**src/rtl/counter_pkg.sv**
```systemverilog
// Shared mode encoding for the parametrised counter family.
package counter_pkg;

    typedef logic [1:0] mode_t;

    localparam mode_t MODE_UP   = 2'b00;
    localparam mode_t MODE_DN1  = 2'b01;
    localparam mode_t MODE_DNB  = 2'b10;
    localparam mode_t MODE_LOAD = 2'b11;

endpackage

```
**src/rtl/counter_next.sv**
```systemverilog
// Combinational next-state for the counter: new value, wrap (carry/borrow) and load flag.
module counter_next
    import counter_pkg::*;
#(
    parameter int unsigned WIDTH    = 4,
    parameter int unsigned STEP_BIG = 3
) (
    input  logic [WIDTH-1:0] q_i,
    input  mode_t            mode_i,
    input  logic [WIDTH-1:0] d_i,
    output logic [WIDTH-1:0] q_next_o,
    output logic             wrap_o,
    output logic             load_o
);

    localparam logic [WIDTH:0] ONE_EXT  = (WIDTH+1)'(1);
    localparam logic [WIDTH:0] STEP_EXT = (WIDTH+1)'(STEP_BIG);

    logic [WIDTH:0] q_ext;
    logic [WIDTH:0] arith;

    assign q_ext = {1'b0, q_i};

    // Bit WIDTH of the widened result is the carry (up) or borrow (down).
    always_comb begin
        arith  = q_ext;
        load_o = 1'b0;
        case (mode_i)
            MODE_UP:   arith = q_ext + ONE_EXT;
            MODE_DN1:  arith = q_ext - ONE_EXT;
            MODE_DNB:  arith = q_ext - STEP_EXT;
            default: begin
                arith  = {1'b0, d_i};
                load_o = 1'b1;
            end
        endcase
    end

    assign q_next_o = arith[WIDTH-1:0];
    assign wrap_o   = arith[WIDTH];

endmodule

```
**src/rtl/counter_param.sv**
```systemverilog
// Parametrised up/down/load counter with registered rco for cascading and a load pulse.
module counter_param
    import counter_pkg::*;
#(
    parameter int unsigned WIDTH    = 4,
    parameter int unsigned STEP_BIG = 3
) (
    input  logic             clk,
    input  logic             reset,
    input  logic             enable,
    input  mode_t            mode,
    input  logic [WIDTH-1:0] D,
    output logic [WIDTH-1:0] Q,
    output logic             rco,
    output logic             load
);

    logic [WIDTH-1:0] q_q, q_d;
    logic             rco_q, rco_d;
    logic             load_q, load_d;

    logic [WIDTH-1:0] q_nxt;
    logic             wrap_nxt;
    logic             load_nxt;

    counter_next #(
        .WIDTH    (WIDTH),
        .STEP_BIG (STEP_BIG)
    ) u_next (
        .q_i      (q_q),
        .mode_i   (mode),
        .d_i      (D),
        .q_next_o (q_nxt),
        .wrap_o   (wrap_nxt),
        .load_o   (load_nxt)
    );

    // Disabled cycles hold the count and drop both pulses.
    always_comb begin
        q_d    = q_q;
        rco_d  = 1'b0;
        load_d = 1'b0;
        if (enable) begin
            q_d    = q_nxt;
            rco_d  = wrap_nxt;
            load_d = load_nxt;
        end
    end

    always_ff @(posedge clk) begin
        if (reset) begin
            q_q    <= '0;
            rco_q  <= 1'b0;
            load_q <= 1'b0;
        end else begin
            q_q    <= q_d;
            rco_q  <= rco_d;
            load_q <= load_d;
        end
    end

    assign Q    = q_q;
    assign rco  = rco_q;
    assign load = load_q;

endmodule
```
**config.mk**
```make
export PLATFORM = sky130hd
export DESIGN_NAME = counter_param
export DESIGN_NICKNAME = d
export VERILOG_FILES = /design/src/rtl/counter_pkg.sv /design/src/rtl/counter_next.sv /design/src/rtl/counter_param.sv
export SDC_FILE = /design/constraint.sdc
export NUM_CORES = 1
export LEC_CHECK = 0
export ABC_CLOCK_PERIOD_IN_PS = 3600
export BUFFER_PORTS_ARGS = -buffer_cell sky130_fd_sc_hd__buf_2
export CORE_MARGIN = 5
export CORE_UTILIZATION = 25
export CTS_BUF_LIST = sky130_fd_sc_hd__clkbuf_16
export DETAILED_ROUTE_END_ITERATION = 10
export SETUP_SLACK_MARGIN = 0.05
export SYNTH_ARGS = -nofsm -noshare
export SYNTH_HDL_FRONTEND = slang
export SYNTH_SLANG_ARGS = --single-unit
```
**constraint.sdc**
```tcl
create_clock -name clk -period 3.6 [get_ports clk]
set_input_delay 0.54 -clock clk [delete_from_list [all_inputs] [get_ports clk]]
set_output_delay 0.54 -clock clk [all_outputs]
set_load 0.01 [all_outputs]
```
==> impl_summary.log <==
INFO  metric run_status = finished, final reports clean
INFO  metric rsz0062_at_grt = false
INFO  metric critical_path.endpoint_type = flop
INFO  metric met2_usage = 12.81%
INFO  metric timing.hold.worst_endpoint = Q[2]
INFO  metric hold_path_depth = 2
INFO  metric sequential_cell_area = ~120 sq um
INFO  metric start_util = 26.85%
INFO  metric period_needed = 2218 ps
INFO  metric dr.first_iter.drc_count = 15
INFO  metric mean_instance_size_in_the_synthesized_netlist = 8.524 sq um
INFO  metric route.detailed.wl_per_inst = 11.89 um
INFO  metric clk-insertion-delay-late = about 220 ps
INFO  metric fill_cells = 159
INFO  metric cts_tree = built
INFO  metric leakage = ~0.27 nW
INFO  metric core_region_area = approximately 1500 sq um
INFO  metric slew_headroom = 74.05%
INFO  metric placement.setup.worst_slack = 1143 ps
INFO  metric place.gp.congestion = 0.6799
INFO  metric cts.hold.buffers_added = 0
INFO  metric critPathMaxFanout = 4
INFO  metric r2r_slack = 1860 ps
INFO  metric synthesis.instances = 48
INFO  metric cts_post_setup_buffers_inserted = 0
INFO  metric worst-endpoint-arrival = 2340 ps
INFO  metric die-area = approximately 2500 sq um
INFO  metric grt_most_used_layer = met2
INFO  metric vias_per_cell = about 4.7
INFO  metric detailed_routing_iterations_pass_1 = 3
INFO  metric critical_path_class = input port to flop
INFO  metric postSynthRegisterBits = 6
INFO  metric final.setup.tns = 0 ps
INFO  metric ctsRootBufferMaster = clkbuf_16
INFO  metric io_buffers = 14
INFO  metric final_max_slew_viol_count = 0
INFO  metric fraction_of_final_layout_cells_with_drive_strength_greater_than_1 = 31.75%
INFO  metric commonest_cells_after_routing_fill_and_taps_aside = 14 x buf_2, 6 x dfxtp_1, 6 x a21oi_1
INFO  metric groute.layer.met3.usage = 5.325%
INFO  metric grt_antenna_before_repair = 0
INFO  metric nets = 80
INFO  metric ff2ff_path_depth = 5
INFO  metric finalPower = 310.7 uW
INFO  metric cts_bufs_inserted = 3
INFO  metric hold_class = flop to flop
INFO  metric cp_slowest_stage_delay = 340 ps
INFO  metric die-width = roughly 50 um
INFO  metric global_route.usage.met1 = 9.643%
INFO  metric clk_pin_slew_worst_paths = 30 ps
INFO  metric clock_sink_count = 6
INFO  metric tightestPinTransition = 389.3 ps
INFO  metric post_synth_edffs = 0
INFO  metric syn_area = 409.1 sq um
INFO  metric first_global_vias = 389
INFO  metric drc = 0
INFO  metric n_antenna_cell = 0
INFO  metric min_period_over_period = 61.60%
INFO  metric dpl.hpwl = 715.7 um
INFO  metric ys_dominant_reg_cell = dfxtp_1
INFO  metric dieHeight = 50.46 um
INFO  metric path_cells = buf_2 > inv_1 > ha_1 > inv_1 > ha_1 > nor2b_4 > o21a_1 > or3_1 > a2111oi_2
INFO  metric num_vias = 372
INFO  metric cts_resized = 0
INFO  metric timing.fmax = 450.9 MHz
INFO  metric synth-warning-count = 0
INFO  metric largest_net_degree_at_the_start_of_global_routing = 12
INFO  metric vdd_ir_drop_max = 264.6 uV
INFO  metric most_area_hungry_cell_type_in_the_yosys_netlist = dfxtp_1
INFO  metric timing.critical_path.slowest_stage_cell = a2111oi_2
INFO  metric final_worst_path_setup_slack = 1382 ps
INFO  metric post_dp_cell_area = 490.5 sq um
INFO  metric clock_tree.buffer_depth = 2
INFO  metric worst_ep_required_time = 3720 ps
INFO  metric areaGrowthSynthToFinish = 38.23%
INFO  metric boundaryPins = 15
INFO  metric ffs_w_async_s_r_synth = 0%
INFO  metric crit-reg2reg-launch = Q[2]
INFO  metric yosysSeqAreaShare = about 29%
INFO  metric power_density = 549.4 nW/um^2
INFO  metric footprint_of_the_multi_input_gates = 257.7 sq um
INFO  metric layout.cell_area.non_filler = 565.5 sq um
INFO  metric netlist-cell-type-count = 25
INFO  metric fp-row-count = 14
INFO  metric grt_first_pass_wirelength = roughly 1.6 mm
INFO  metric synth.top_cell.area_share = between 20% and 30%
INFO  metric max_cap_viol = 0
INFO  metric worst_reg2reg_endpoint = rco
INFO  metric grt.overflow.total = 0
INFO  metric net_count_after_synthesis = 63
INFO  metric final-hold-violation-count = 0
INFO  metric mostFrequentLayoutCell = buf_2
INFO  metric cts_htree_levels = 1
INFO  metric synth.top_cells.by_area = dfxtp_1 29%, ha_1 15%, a21oi_1 7.3%, fa_1 4.9%, inv_1 4.6%
INFO  metric drt-total-wl = approximately 940 um
INFO  metric start_kind = input port
INFO  metric min-delay-start = Q[2]
INFO  metric fin_skew = 0.2419 ps
INFO  metric ant_nets = 0
INFO  metric setup_viols_final = 0
INFO  metric gr-usage-all-layers = 8.769%
## sequential cells by signal, indices dropped and copies added (netlist names)
register / flops
Q: 4
load: 1
rco: 1
## power breakdown
group          total, mW  switching (mW)  internal (mW)
combinational     0.0576          0.0307         0.0269
sequential        0.0767         0.00418         0.0725
clock              0.176          0.0342          0.142
total              0.311          0.0690          0.242
## logic make-up after synthesis
| kind of cell | Yosys count | share of synthesized area, % |
|---|---|---|
| buf+inv | 8 | 7.643 |
| fa+ha+maj | 6 | 20.18 |
| simple gates | 14 | 19.27 |
| flops | 6 | 29.36 |
| compound gates | 14 | 23.55 |
## synthesized netlist by cell type, drive strengths merged (2+ instances only)
cell type and instances:
dfxtp 6, a2111oi 2, inv 6, a211oi 2, nor2b 2, nand2 2, a21oi 6, ha 5
nor2 4
## worst max-delay path, delay by kind of cell
family,cells,cell delay [ps]
adders and majority gates,2,620
AOI/OAI and AO/OA,2,520
and+or+nand+nor,2,470
buffers and inverters,3,200
## cell type report
cell class / count / area share (%)
Multi-Input combinational cell: 34 / 45.58
Sequential cell: 6 / 21.24
Clock buffer: 3 / 13.27
Timing Repair Buffer: 14 / 12.39
Inverter: 6 / 3.982
Tap cell: 16 / 3.540
## through the flow
step	hold slack [ps]	utilization (%)	cells
after global routing	539.1	37.11	79
after CTS	503.1	37.11	79
after global placement	493.6	32.18	76
final	497.4	37.11	79
after floorplan	514.7	-	48
after detailed placement	497.7	32.18	76
## per-layer routing
metal  vias up  share of wire [%]
li1        198                  -
met1       162                 43
met2        10                 48
met3         2                7.9
met4         0                1.4
met5         -                  0
## how the worst max path moves through the flow
| stage | end | startpoint | depth (start not counted) | slack (ps) |
|---|---|---|---|---|
| floorplan | rco | mode[1] | 8 | 1360 |
| global placement | rco | mode[1] | 9 | 1190 |
| detailed placement | rco | mode[1] | 9 | 1140 |
| CTS | rco | mode[1] | 9 | 1370 |
| global route | rco | mode[1] | 9 | 1260 |
| finish | rco | mode[1] | 9 | 1380 |
Note: power is estimated with default switching activity, not from simulation.
